File: src/rtl/pipeline_hazard_unit_pkg.sv
`default_nettype none
// ============================================================================
// Module      : pipeline_hazard_unit_pkg
// Description : Shared stage indices and redirect-FSM encoding for the
//               RV32I pipeline hazard unit.
// Revision    : 1.0 - initial release
// ============================================================================
package pipeline_hazard_unit_pkg;

    // Fixed stage positions at the front of the pipe.
    localparam int STG_IF = 0;
    localparam int STG_ID = 1;
    localparam int STG_EX = 2;

    // Forwarding select value meaning "read the register file".
    localparam int FWD_REGFILE = 0;

    // Redirect tracking: PENDING means a taken branch was accepted while IF
    // was blocked, so the wrong-path fetch still has to be squashed.
    typedef enum logic [0:0] {
        REDIR_IDLE    = 1'b0,
        REDIR_PENDING = 1'b1
    } redir_state_t;

endpackage : pipeline_hazard_unit_pkg
`default_nettype wire

File: src/rtl/pipeline_hazard_unit_hazard_match.sv
`default_nettype none
// ============================================================================
// Module      : hazard_match
// Description : Priority encoder over the in-flight scoreboard for one source
//               register. Reports whether a stage will write the register,
//               which stage is the youngest writer, and whether that stage
//               already holds the result.
//               Entry k of the flattened vectors describes stage k+STG_EX.
// Revision    : 1.0 - initial release
// ============================================================================
module hazard_match
    import pipeline_hazard_unit_pkg::*;
#(
    parameter int NUM_STAGES = 5,
    parameter int REG_W      = 5,
    parameter int STG_W      = 3
) (
    input  logic [REG_W-1:0]                  src,
    input  logic [NUM_STAGES-3:0]             sb_valid,
    input  logic [NUM_STAGES-3:0]             sb_we,
    input  logic [(NUM_STAGES-2)*REG_W-1:0]   sb_rd,
    input  logic [(NUM_STAGES-2)*STG_W-1:0]   sb_ready_stg,
    output logic                              hit,
    output logic [STG_W-1:0]                  stage,
    output logic                              ready
);

    localparam int NUM_SB = NUM_STAGES - 2;

    // Scan oldest to youngest so the youngest matching writer is left last.
    always_comb begin
        hit   = 1'b0;
        stage = '0;
        ready = 1'b0;
        for (int k = NUM_SB - 1; k >= 0; k--) begin
            if (sb_valid[k] && sb_we[k] &&
                (sb_rd[k*REG_W +: REG_W] != '0) &&
                (sb_rd[k*REG_W +: REG_W] == src)) begin
                hit   = 1'b1;
                stage = STG_W'(k + STG_EX);
                ready = (sb_ready_stg[k*STG_W +: STG_W] <= STG_W'(k + STG_EX));
            end
        end
    end

endmodule : hazard_match
`default_nettype wire

File: src/rtl/pipeline_hazard_unit.sv
`default_nettype none
// ============================================================================
// Module      : pipeline_hazard_unit
// Description : Hazard, forwarding and stall/flush controller for the
//               in-order RV32I pipeline. Tracks in-flight destinations per
//               stage, picks forwarding sources for the decode operands,
//               inserts load-use bubbles, merges memory stalls and branch
//               redirects into per-stage stall/flush vectors, and counts
//               hazard and flush events.
// Revision    : 1.0 - initial release
// ============================================================================
module pipeline_hazard_unit
    import pipeline_hazard_unit_pkg::*;
#(
    parameter int NUM_STAGES = 5,
    parameter int REG_W      = 5,
    parameter int STG_W      = 3,
    parameter int CNT_W      = 32
) (
    input  logic                  clk,
    input  logic                  rst,
    input  logic                  id_valid,
    input  logic [REG_W-1:0]      id_rs1,
    input  logic [REG_W-1:0]      id_rs2,
    input  logic                  id_rs1_used,
    input  logic                  id_rs2_used,
    input  logic [REG_W-1:0]      id_rd,
    input  logic                  id_rd_we,
    input  logic [STG_W-1:0]      id_ready_stg,
    input  logic                  imem_stall,
    input  logic                  dmem_stall,
    input  logic                  ex_redirect,
    output logic [NUM_STAGES-1:0] stall,
    output logic [NUM_STAGES-1:0] flush,
    output logic [STG_W-1:0]      fwd_rs1_sel,
    output logic [STG_W-1:0]      fwd_rs2_sel,
    output logic                  redirect_pend,
    output logic [CNT_W-1:0]      perf_hazard_cnt,
    output logic [CNT_W-1:0]      perf_flush_cnt
);

    localparam int NUM_SB = NUM_STAGES - 2;

    typedef struct packed {
        logic             valid;
        logic [REG_W-1:0] rd;
        logic             we;
        logic [STG_W-1:0] ready_stg;
    } hazard_sb_entry_t;

    // Scoreboard: sb[k] mirrors the instruction held in stage k+STG_EX.
    hazard_sb_entry_t        sb       [NUM_SB];
    hazard_sb_entry_t        upstream [NUM_SB];
    logic [NUM_SB-1:0]       up_kill;
    hazard_sb_entry_t        id_entry;

    logic [NUM_SB-1:0]       sb_valid;
    logic [NUM_SB-1:0]       sb_we;
    logic [NUM_SB*REG_W-1:0] sb_rd;
    logic [NUM_SB*STG_W-1:0] sb_rdy;

    logic                    rs1_hit, rs1_ready;
    logic                    rs2_hit, rs2_ready;
    logic [STG_W-1:0]        rs1_stage, rs2_stage;
    logic                    load_use;

    logic [NUM_STAGES-1:0]   req_stall;
    logic [NUM_STAGES-1:0]   req_flush;
    logic                    hazard_inc;
    logic                    flush_inc;
    redir_state_t            state;
    redir_state_t            next_state;

    assign id_entry = {1'b1, id_rd, id_rd_we, id_ready_stg};

    // Flatten the scoreboard for the matchers and pick each entry's source:
    // EX takes the decode fields, later stages take the entry ahead of them.
    for (genvar k = 0; k < NUM_SB; k++) begin : g_sb_wiring
        assign sb_valid[k]                 = sb[k].valid;
        assign sb_we[k]                    = sb[k].we;
        assign sb_rd[k*REG_W +: REG_W]     = sb[k].rd;
        assign sb_rdy[k*STG_W +: STG_W]    = sb[k].ready_stg;
        if (k == 0) begin : g_from_id
            assign upstream[k] = id_entry;
            assign up_kill[k]  = stall[STG_ID] | flush[STG_ID] | ~id_valid;
        end else begin : g_from_prev
            assign upstream[k] = sb[k-1];
            assign up_kill[k]  = stall[k + STG_EX - 1];
        end
    end

    hazard_match #(
        .NUM_STAGES   (NUM_STAGES),
        .REG_W        (REG_W),
        .STG_W        (STG_W)
    ) u_match_rs1 (
        .src          (id_rs1),
        .sb_valid     (sb_valid),
        .sb_we        (sb_we),
        .sb_rd        (sb_rd),
        .sb_ready_stg (sb_rdy),
        .hit          (rs1_hit),
        .stage        (rs1_stage),
        .ready        (rs1_ready)
    );

    hazard_match #(
        .NUM_STAGES   (NUM_STAGES),
        .REG_W        (REG_W),
        .STG_W        (STG_W)
    ) u_match_rs2 (
        .src          (id_rs2),
        .sb_valid     (sb_valid),
        .sb_we        (sb_we),
        .sb_rd        (sb_rd),
        .sb_ready_stg (sb_rdy),
        .hit          (rs2_hit),
        .stage        (rs2_stage),
        .ready        (rs2_ready)
    );

    assign fwd_rs1_sel = (rs1_hit && rs1_ready) ? rs1_stage : STG_W'(FWD_REGFILE);
    assign fwd_rs2_sel = (rs2_hit && rs2_ready) ? rs2_stage : STG_W'(FWD_REGFILE);

    // A load-use bubble is needed when a used operand's writer has not yet
    // reached the stage that produces its result.
    assign load_use = id_valid &
                      ((id_rs1_used & rs1_hit & ~rs1_ready) |
                       (id_rs2_used & rs2_hit & ~rs2_ready));

    // Prioritised stall/flush requests and redirect FSM next state.
    always_comb begin
        req_stall  = '0;
        req_flush  = '0;
        hazard_inc = 1'b0;
        flush_inc  = 1'b0;
        next_state = state;
        if (dmem_stall) begin
            // Whole pipe freezes; EX keeps asserting its redirect until then.
            req_stall = '1;
        end else if (ex_redirect) begin
            flush_inc         = 1'b1;
            req_flush[STG_ID] = 1'b1;
            if (imem_stall) begin
                next_state = REDIR_PENDING;
            end else begin
                req_flush[STG_IF] = 1'b1;
                next_state        = REDIR_IDLE;
            end
        end else begin
            // The outstanding wrong-path fetch lands once IF unblocks.
            if ((state == REDIR_PENDING) && !imem_stall) begin
                req_flush[STG_IF] = 1'b1;
                next_state        = REDIR_IDLE;
            end
            if (load_use) begin
                req_stall[STG_IF] = 1'b1;
                req_stall[STG_ID] = 1'b1;
                req_flush[STG_EX] = 1'b1;
                hazard_inc        = 1'b1;
            end else if (imem_stall) begin
                req_stall[STG_IF] = 1'b1;
                req_flush[STG_ID] = 1'b1;
            end
        end
    end

    // A flush always wins over a hold on the same stage.
    assign stall = req_stall & ~req_flush;
    assign flush = req_flush;

    assign redirect_pend = (state == REDIR_PENDING);

    // Redirect FSM state register.
    always_ff @(posedge clk or negedge rst) begin
        if (!rst) begin
            state <= REDIR_IDLE;
        end else begin
            state <= next_state;
        end
    end

    // Scoreboard advance: held entries stay, killed slots take a bubble.
    always_ff @(posedge clk or negedge rst) begin
        if (!rst) begin
            for (int k = 0; k < NUM_SB; k++) begin
                sb[k] <= '0;
            end
        end else begin
            for (int k = 0; k < NUM_SB; k++) begin
                if (!stall[k + STG_EX]) begin
                    if (flush[k + STG_EX] || up_kill[k]) begin
                        sb[k] <= '0;
                    end else begin
                        sb[k] <= upstream[k];
                    end
                end
            end
        end
    end

    // Saturating event counters.
    always_ff @(posedge clk or negedge rst) begin
        if (!rst) begin
            perf_hazard_cnt <= '0;
            perf_flush_cnt  <= '0;
        end else begin
            if (hazard_inc && (perf_hazard_cnt != '1)) begin
                perf_hazard_cnt <= perf_hazard_cnt + CNT_W'(1);
            end
            if (flush_inc && (perf_flush_cnt != '1)) begin
                perf_flush_cnt <= perf_flush_cnt + CNT_W'(1);
            end
        end
    end

endmodule : pipeline_hazard_unit
`default_nettype wire

File: config.mk
export PLATFORM = sky130hd
export DESIGN_NAME = pipeline_hazard_unit
export DESIGN_NICKNAME = d
export VERILOG_FILES = /design/src/rtl/pipeline_hazard_unit_pkg.sv /design/src/rtl/pipeline_hazard_unit_hazard_match.sv /design/src/rtl/pipeline_hazard_unit.sv
export SDC_FILE = /design/constraint.sdc
export NUM_CORES = 1
export LEC_CHECK = 0
export CAP_MARGIN = 20
export CORE_MARGIN = 5
export CORE_UTILIZATION = 37
export CTS_BUF_LIST = sky130_fd_sc_hd__clkbuf_2 sky130_fd_sc_hd__clkbuf_4 sky130_fd_sc_hd__clkbuf_8
export CTS_CLUSTER_DIAMETER = 50
export DETAILED_ROUTE_END_ITERATION = 12
export PLACE_DENSITY = 0.73
export SETUP_SLACK_MARGIN = 0.15
export SKIP_LAST_GASP = 1
export SYNTH_ARGS = -nofsm -noshare
export SYNTH_HDL_FRONTEND = slang
export SYNTH_HIERARCHICAL = 1
export SYNTH_SLANG_ARGS = --single-unit
File: constraint.sdc
create_clock -name clk -period 7 [get_ports clk]
set_input_delay 1.05 -clock clk [delete_from_list [all_inputs] [get_ports clk]]
set_output_delay 1.05 -clock clk [all_outputs]
set_load 0.05 [all_outputs]
# Word-level counts from Yosys, hierarchy flattened
# Index checks and enable logic that the tools add are counted.
[classes] n_reduce_logical=24 mux=40 n_bitwise=14 n_eq_ne=8 n_lt_le_gt_ge=3 addsub=2
[op_table] operator="$add A32 B1 Y32 const B" n=2
[op_table] operator="$ne A32 B32 Y1 const B" n=2
[op_table] operator="$eq A5 B5 Y1" n=6
[op_table] operator="$mux W10" n=3
[op_table] operator="$mux W3" n=10
[op_table] operator="$mux W1" n=24
[op_table] operator="$logic_and A1 B1 Y1" n=17
[op_table] operator="$reduce_bool A5 Y1" n=3
[op_table] operator="$le A3 B2 Y1 const B" n=2
[op_table] operator="$mux W2" n=3
[op_table] operator="$and A1 B1 Y1" n=5
[op_table] operator="$and A5 B5 Y5" n=1
[op_table] operator="$not A3 Y5" n=1
[op_table] operator="$not A1 Y1" n=4
[op_table] operator="$le A3 B3 Y1 const B" n=1
[op_table] operator="$or A1 B1 Y1" n=3
[op_table] operator="$reduce_and A2 Y1" n=1
[op_table] operator="$reduce_bool A2 Y1" n=1
[op_table] operator="$logic_not A1 Y1" n=1
[op_table] operator="$logic_or A1 B1 Y1" n=1
[totals] inputBits=27 wordCells=106 output_inout_bits=81 ff_bits=95

# Depth between registers and ports, before layout
# Gate-level depths: netlist of run 1.
[logic_depth] depth_word=19 ltp_mapped=11 ltp_nobuf=11

# Cells and area by module
# Netlist of run 1, hierarchy kept.
[modules_own_cells] module="pipeline_hazard_unit" seq_area_each_um2=2377.3 area_per_inst_um2=4331.7 cells_per_inst=376 n_inst=1
[modules_own_cells] module="hazard_match" seq_area_each_um2=0.0 area_per_inst_um2=280.3 cells_per_inst=40 n_inst=2

# Worst setup path before layout of run 1
# OpenSTA, ideal clock, no wires.
[synth_path] kind="input port to output port" start="input id_rs1[1]" end="output flush[1]" path_stages=10 setup_slack_ps=2688 path_buffers=0 arrival_time_ps=3262 t_required_ps=5950 path_cell_list="xor2_1 > nor3_1 > nand4_1 > and3b_1 > o22a_1 > nand3b_1 > nand2_1 > a31oi_1 > inv_1 > nor2_1"
[synth_via] elab_chain_len=12 word_cells_on_any_way=20 cone_classes="3 x eq/ne; 9 x mux; 5 x bitwise; 3 x reduce/logical"
[synth_rtl] item="from (decl)" line_no="pipeline_hazard_unit.sv:23" source="input logic [REG_W-1:0] id_rs1,"
[synth_rtl] item="$eq A5 B5 Y1" line_no="pipeline_hazard_unit_hazard_match.sv:38" source="(sb_rd[k*REG_W +: REG_W] == src)) begin"
[synth_rtl] item="$logic_and A1 B1 Y1" line_no="pipeline_hazard_unit_hazard_match.sv:37" source="(sb_rd[k*REG_W +: REG_W] != '0) &&"
[synth_rtl] item="$mux W1 (2 in a row)" line_no="pipeline_hazard_unit_hazard_match.sv:36" source="if (sb_valid[k] && sb_we[k] &&"
[synth_rtl] item="$mux W1 *" line_no="pipeline_hazard_unit_hazard_match.sv:36"
[synth_rtl] item="named net rs1_ready" line_no="pipeline_hazard_unit.sv:62" source="logic rs1_hit, rs1_ready;"
[synth_rtl] item="$not A1 Y1 *" line_no="pipeline_hazard_unit.sv:128" source="((id_rs1_used & rs1_hit & ~rs1_ready) |"
[synth_rtl] item="$and A1 B1 Y1 *" line_no="pipeline_hazard_unit.sv:128"
[synth_rtl] item="$or A1 B1 Y1 *" line_no="pipeline_hazard_unit.sv:128"
[synth_rtl] item="$and A1 B1 Y1 *" line_no="pipeline_hazard_unit.sv:127" source="assign load_use = id_valid &"
[synth_rtl] item="$mux W1 *" line_no="pipeline_hazard_unit.sv:156" source="if (load_use) begin"
[synth_rtl] item="$mux W2 *" line_no="pipeline_hazard_unit.sv:141" source="end else if (ex_redirect) begin"
[synth_rtl] item="$mux W3 *" line_no="pipeline_hazard_unit.sv:138" source="if (dmem_stall) begin"
[synth_rtl] item="to (decl)" line_no="pipeline_hazard_unit.sv:34" source="output logic [NUM_STAGES-1:0] flush,"
# The timed path passes the listed nets; every way through them passes the cells marked *.

# Final worst setup path of run 1
[layout_path] start="input id_rs2[1]" end="output flush[1]"
[layout_via] elab_chain_len=12 word_cells_on_any_way=20 cone_classes="3 x eq/ne; 9 x mux; 5 x bitwise; 3 x reduce/logical"
[layout_rtl] item="from (decl)" line_no="pipeline_hazard_unit.sv:24" source="input logic [REG_W-1:0] id_rs2,"
[layout_rtl] item="$eq A5 B5 Y1" line_no="pipeline_hazard_unit_hazard_match.sv:38"
[layout_rtl] item="$logic_and A1 B1 Y1" line_no="pipeline_hazard_unit_hazard_match.sv:37"
[layout_rtl] item="$mux W1 (2 in a row)" line_no="pipeline_hazard_unit_hazard_match.sv:36"
[layout_rtl] item="$mux W1 *" line_no="pipeline_hazard_unit_hazard_match.sv:36"
[layout_rtl] item="named net rs2_ready" line_no="pipeline_hazard_unit.sv:63" source="logic rs2_hit, rs2_ready;"
[layout_rtl] item="$not A1 Y1 *" line_no="pipeline_hazard_unit.sv:129" source="(id_rs2_used & rs2_hit & ~rs2_ready));"
[layout_rtl] item="$and A1 B1 Y1 *" line_no="pipeline_hazard_unit.sv:129"
[layout_rtl] item="$or A1 B1 Y1 *" line_no="pipeline_hazard_unit.sv:128"
[layout_rtl] item="$and A1 B1 Y1 *" line_no="pipeline_hazard_unit.sv:127"
[layout_rtl] item="$mux W1 *" line_no="pipeline_hazard_unit.sv:156"
[layout_rtl] item="$mux W2 *" line_no="pipeline_hazard_unit.sv:141"
[layout_rtl] item="$mux W3 *" line_no="pipeline_hazard_unit.sv:138"
# Marked as above.

==> metrics.cfg, run 1 <==
[run_status]
outcome = completed

[detailed_routing]
drt_iter0_drc = 408
drc = 0
drtPass1Iterations = 4
num_vias = 3968
viasPerCell = 5.34
drt-total-wl_um = 12200
avgRoutedWirePerCell_um = 16.5
postRouteAntennaNets = 0

[timing]
setup_viol = 0
rsz0062_at_grt = no
clock_skew_ns = 0.0111
slew_headroom = 0.349
finalHoldViolations = 0
period_needed_ns = 5.21
worstMarginPinSlew_ns = 0.969
final.period_utilization = 0.744
tns_ns = 0
fmax_mhz = 192
slew_viol_final = 0

[die]
io_pins = 108
core_area_um2 = 13100
start_util = 0.374
die_y_um = 125
fp-row-count = 42
dieArea_um2 = 15600
dieWidth_um = 125

[clock_tree]
ctsResizeCount = 0
ctsHoldBuffers = 0
post_cts_buffers = 0
cts.sinks = 95
cts_root_buf = clkbuf_8
cts_htree_levels = 3
clk_pin_slew_ns = 0.09
cts_inserted_buffers = 9
cts_tree = yes
cts_buffer_depth = 2
clk_latency_ns = 0.37

[logic_synthesis]
synth_top_area_share = 0.486
syn_inst = 456
yosys_register_bits = 95
yosysUniqueCellTypes = 52
synth_edf_count = 0
synth.largest_area_cell = dfrtp_1
synthArstFlopShare = 1.00
syn-cell-area_um2 = 4890
ys_top_cells_by_area = dfrtp_1, xnor2_1, xor2_1, mux2_2, nand4_1
yosysWarnings = 6
ys_seq_area_frac = 0.486
synth_ff_type = dfrtp_1
syn_avg_cell_area_um2 = 10.7

[final_layout]
fin_nets = 592
drive_above_1_share = 0.0952
layout_commonest_cell = clkdlybuf4s50_1
diodes = 0
layout_common_cells = clkdlybuf4s50_1, dfrtp_1, xnor2_1, nand2_1, xor2_1
area_delta_synth_final_pct = 29.5
final_util = 0.484

[placed_design]
port_buffers = 105
finalWeightedCongestion = 0.916
dpl.hpwl_um = 9340

[worst_setup_path]
worstSetupPathType = primary input to output pin
cp.arrival_ns = 4.16
r2r_setup_slack_ns = 3.60
regToRegStartpoint = sb[27]$_DFFE_PN0N_
crit_path_max_fanout = 5
r2r-end = perf_hazard_cnt[14]$_DFFE_PN0P_
r2r_cells = 10
cp.required_ns = 5.95
startpoint_type = primary input
setup.worst_path.end_class = output pin

[global_routing]
antenna_found_initial = 0
grt_pass1_vias = 3938
grt-ovfl-total = 0
grt_pass1_wl_um = 20300
grtUsageTotal = 0.158
grt_max_degree = 56

[run]
maxCapViolCount = 0

[power_and_ir_drop]
p_leak_nw = 2.82
p_total_mw = 1.22
ir_drop_uv = 104
powerDensity_nw_per_um2 = 193

[min_path]
hold_depth = 1
hp-start = perf_flush_cnt[29]$_DFFE_PN0P_
hold_path_end = perf_flush_cnt[29]$_DFFE_PN0P_
hp-class = flop to flop

worst max path at each step:
stage	endpoint	depth (start not counted)	from	slack, ns
after CTS	flush[1]	12	id_rs2[1]	1.80
after global routing	flush[1]	12	id_rs2[1]	1.58
after detailed placement	flush[1]	12	id_rs2[1]	1.81
after global placement	flush[2]	10	id_rs1[1]	1.90
after floorplan	flush[1]	10	id_rs1[1]	2.69
final	flush[1]	12	id_rs2[1]	1.79
Yosys cell counts (all sizes together) (2+ instances only):
| cell type | n |
|---|---|
| buf | 7 |
| dfrtp | 95 |
| o22a | 5 |
| xor2 | 34 |
| nand2 | 37 |
| mux2 | 22 |
| ha | 2 |
| and2b | 2 |
| o21bai | 4 |
| nor4 | 12 |
| xnor2 | 48 |
| nand3 | 19 |
| nand3b | 3 |
| nor2 | 28 |
| or3 | 2 |
| inv | 10 |
| a21oi | 10 |
| a31oi | 4 |
| clkbuf | 5 |
| a22o | 9 |
| nor3 | 14 |
| o2111ai | 3 |
| a21o | 2 |
| and3b | 5 |
| and3 | 18 |
| nand4 | 27 |
| nand4b | 2 |
| o21ai | 4 |
| and2 | 3 |
| and4 | 5 |
power breakdown:
group          switching (mW)  total (mW)  internal, mW
clock network           0.183       0.400         0.217
registers              0.0367       0.610         0.573
logic                   0.129       0.212        0.0830
total                   0.349        1.22         0.873
critical path, cell delays in order:
cell	delay (ns)
clkdlybuf4s50_1	0.49
xor2_1	0.20
nor3_1	0.30
nand4_1	0.17
and3b_1	0.24
o22a_1	0.19
nand3b_1	0.14
nand2_1	0.11
a31oi_1	0.24
inv_1	0.11
nor2_1	0.12
clkdlybuf4s50_1	0.81
metal layers:
layer	GRT usage	vias up	routed length, um
met3	0.0380	23	875
met5	0	-	0
met4	0.0638	0	280
met1	0.207	1939	5270
met2	0.252	155	5810
li1	-	1851	-
per-stage QoR:
stage / cells / instance area [um2] / hold WS, ns / setup WS (ns)
2_1_floorplan: 457 / 4900 / 0.475 / 2.69
6_report: 743 / 6340 / 0.499 / 1.79
5_1_grt: 743 / 6340 / 0.527 / 1.58
3_3_place_gp: 728 / 6120 / 0.480 / 1.90
4_1_cts: 743 / 6340 / 0.499 / 1.80
3_5_place_dp: 728 / 6120 / 0.481 / 1.81
final cells by class:
cell class                      instances  area (um2)
Fill cell                            1190        6750
Sequential cell                        95        2380
Timing Repair Buffer                  107        1060
Clock inverter                          3        67.6
Tap cell                              176         220
Multi-Input combinational cell        340        2420
Clock buffer                           12         153
Inverter                               10        37.5
state kept, by name, summed over array words and instances, names as in the netlist:
signal and flops:
redirect_pend 1, perf_hazard_cnt 32, perf_flush_cnt 32, sb 30
logic make-up after synthesis:
kind of cell | count (synthesis) | share of synthesized area
buf+inv | 22 | 0.0207
fa+ha+maj | 2 | 0.00511
mux | 23 | 0.0527
xor+xnor | 82 | 0.147
simple gates | 183 | 0.214
compound gates | 48 | 0.0742
flops | 95 | 0.486
other cells | 1 | 0.000767
Note: power is estimated with default switching activity, not from simulation.
==> run 2: changes to the inputs <==
--- a/config.mk
+++ b/config.mk
@@ -11,7 +11,7 @@
 export CTS_BUF_LIST = sky130_fd_sc_hd__clkbuf_2 sky130_fd_sc_hd__clkbuf_4 sky130_fd_sc_hd__clkbuf_8
 export CTS_CLUSTER_DIAMETER = 50
 export DETAILED_ROUTE_END_ITERATION = 12
-export PLACE_DENSITY = 0.73
+export PLACE_DENSITY = 0.75
 export SETUP_SLACK_MARGIN = 0.15
 export SKIP_LAST_GASP = 1
 export SYNTH_ARGS = -nofsm -noshare
==> constraint.sdc (replaced) <==
create_clock -name clk -period 4.7 [get_ports clk]
set_input_delay 0.705 -clock clk [delete_from_list [all_inputs] [get_ports clk]]
set_output_delay 0.705 -clock clk [all_outputs]
set_load 0.05 [all_outputs]
==> metrics.cfg, run 2 (same netlist as run 1, synthesis figures left out) <==
[run_status]
outcome = completed

[final_layout]
area_delta_synth_final_pct = 29.9
fill_cells = 1178  ; -1.0%
diodes = 0  ; unchanged
fin_area_um2 = 6350  ; +0.30%
drive_above_1_share = 0.105  ; +0.0100
layout_commonest_cell = clkdlybuf4s50_1
layout_common_cells = clkdlybuf4s50_1, dfrtp_1, xnor2_1, nand2_1, xor2_1
multi_input_area_um2 = 2420  ; unchanged
largestRegisters = perf_flush_cnt: 32 flops, perf_hazard_cnt: 32 flops, sb: 30 flops
fin_nets = 594  ; +0.34%
regArea_um2 = 2380  ; unchanged

[min_path]
hp-class = primary input to asynchronous set/reset pin

[global_routing]
grt_pass1_vias = 3845  ; -2.4%
met1_usage = 0.213  ; +0.00559
antenna_found_initial = 0  ; unchanged
grt_busiest_layer = met2
grtUsageMet2 = 0.245  ; -0.00664
use_met3 = 0.0311  ; -0.00682
grt_max_degree = 50  ; -11%
grt_pass1_wl_um = 20000  ; -1.3%
grt-ovfl-total = 0  ; unchanged
grtUsageTotal = 0.156  ; -0.00182

[placed_design]
port_buffers = 105  ; unchanged
dpl_cell_area_um2 = 6120  ; unchanged
dpl.hpwl_um = 9270  ; -0.69%
finalWeightedCongestion = 0.874  ; -4.6%

[clock_tree]
post_cts_buffers = 0  ; unchanged
clk_pin_slew_ns = 0.09  ; about the same
cts_tree = yes
clk_latency_ns = 0.36  ; about the same
cts_root_buf = clkbuf_8
cts_inserted_buffers = 9  ; unchanged
cts_buffer_depth = 2  ; unchanged
cts_htree_levels = 3  ; unchanged
ctsHoldBuffers = 0  ; unchanged
ctsResizeCount = 0  ; unchanged
cts.sinks = 95  ; unchanged

[worst_setup_path]
worstSetupPathType = primary input to output pin
cp.required_ns = 3.99  ; -1.96 ns
slowest_delay_ns = 0.81  ; about the same
setup.worst_path.end_class = output pin
cpMostUsedCell = clkdlybuf4s50_1
startpoint_type = primary input
crit_chain = clkdlybuf4s50_1 -> xor2_1 -> nor3_2 -> nand4_2 -> and3b_1 -> o22a_1 -> nand3b_1 -> nand2_1 -> a31oi_1 -> inv_1 -> clkdlybuf4s50_1
cp.arrival_ns = 3.60  ; -0.56 ns
crit_path_max_fanout = 5  ; unchanged
cpMaxStageDelayCell = clkdlybuf4s50_1

[die]
die_y_um = 125  ; unchanged
dieArea_um2 = 15600  ; unchanged
fp-row-count = 42  ; unchanged
io_pins = 108  ; unchanged
dieWidth_um = 125  ; unchanged
start_util = 0.374  ; unchanged
core_area_um2 = 13100  ; unchanged

[power_and_ir_drop]
powerDensity_nw_per_um2 = 288  ; +49%
p_seq_frac = 0.496  ; -0.003
combPwrFrac = 0.171  ; -0.003
switchingPower_mw = 0.525  ; +50%
p_leak_nw = 2.83  ; +0.56%
clock_power_share = 0.332  ; +0.005
p_int_mw = 1.31  ; +49%
ir_drop_uv = 156  ; +50%
swShare = 0.287  ; +0.00125

[timing]
slew_headroom = 0.390  ; +0.0413
slew_viol_final = 0  ; unchanged
holdWs_ns = 0.348  ; -0.151 ns
worstMarginPinSlew_ns = 0.915  ; -0.0540 ns
rsz0062_at_grt = no
finalHoldViolations = 0  ; unchanged
period_needed_ns = 4.30
fmax_mhz = 232
setup_viol = 0  ; unchanged
tns_ns = 0  ; unchanged
final.period_utilization = 0.915
clock_skew_ns = 0.00730  ; -0.00379 ns

[run]
maxCapViolCount = 0  ; unchanged

[detailed_routing]
avgRoutedWirePerCell_um = 16.3  ; -1.2%
drtPass1Iterations = 4  ; unchanged
drt-total-wl_um = 12100  ; -0.78%
num_vias = 3924  ; -1.1%
viasPerCell = 5.26  ; -1.5%
postRouteAntennaNets = 0  ; unchanged
drc = 0  ; unchanged
drt_iter0_drc = 349  ; -14%

run 2: stage by stage:
stage	total power, mW	worst slack, ns	utilization	cells
after floorplan	1.11	1.08	-	457
after global placement	1.23	0.450	0.467	729
after detailed placement	1.24	0.400	0.467	729
after CTS	1.85	0.394	0.485	745
after global routing	1.91	0.266	0.486	746
final	1.83	0.397	0.486	746
run 2: power groups by stage:
stage / combinational, mW / sequential, mW / clock [mW]
2_1_floorplan: 0.111 / 0.995 / 0
3_3_place_gp: 0.311 / 0.919 / 0
3_5_place_dp: 0.314 / 0.922 / 0
4_1_cts: 0.315 / 0.906 / 0.632
5_1_grt: 0.336 / 0.914 / 0.662
6_report: 0.313 / 0.908 / 0.608
run 2: layout make-up:
cell class / instances / share of cell area
clock inverter: 5 / 0.0126
tap: 176 / 0.0347
timing repair buffer: 109 / 0.169
multi-input combinational: 340 / 0.380
inverter: 10 / 0.00591
sequential: 95 / 0.374
clock buffer: 11 / 0.0238
run 2: per-layer routing:
metal | wire [um] | part of all wire | vias up
li1 | - | - | 1848
met1 | 5610 | 0.46 | 1910
met2 | 5530 | 0.46 | 142
met3 | 691 | 0.057 | 24
met4 | 304 | 0.025 | 0
met5 | 0 | 0 | -
run 2: critical path: cells and delay by family:
family,cells,cell delay (ns)
buf+inv,3,1.41
simple gates,5,0.93
compound gates,2,0.35
xor+xnor,1,0.20
run 2: final timing paths:
kind	start	endpoint	slack, ns	cells past startpoint
min	rst	perf_flush_cnt[7]$_DFFE_PN0P_	0.35	1
max	id_rs1[1]	stall[1]	0.40	11
min in group clk	perf_flush_cnt[8]$_DFFE_PN0P_	perf_flush_cnt[8]$_DFFE_PN0P_	0.49	1
min reg2reg	perf_flush_cnt[8]$_DFFE_PN0P_	perf_flush_cnt[8]$_DFFE_PN0P_	0.49	1
max reg2reg	sb[27]$_DFFE_PN0N_	perf_hazard_cnt[14]$_DFFE_PN0P_	1.37	10
max in group asynchronous	rst	sb[12]$_DFFE_PN0N_	3.34	2
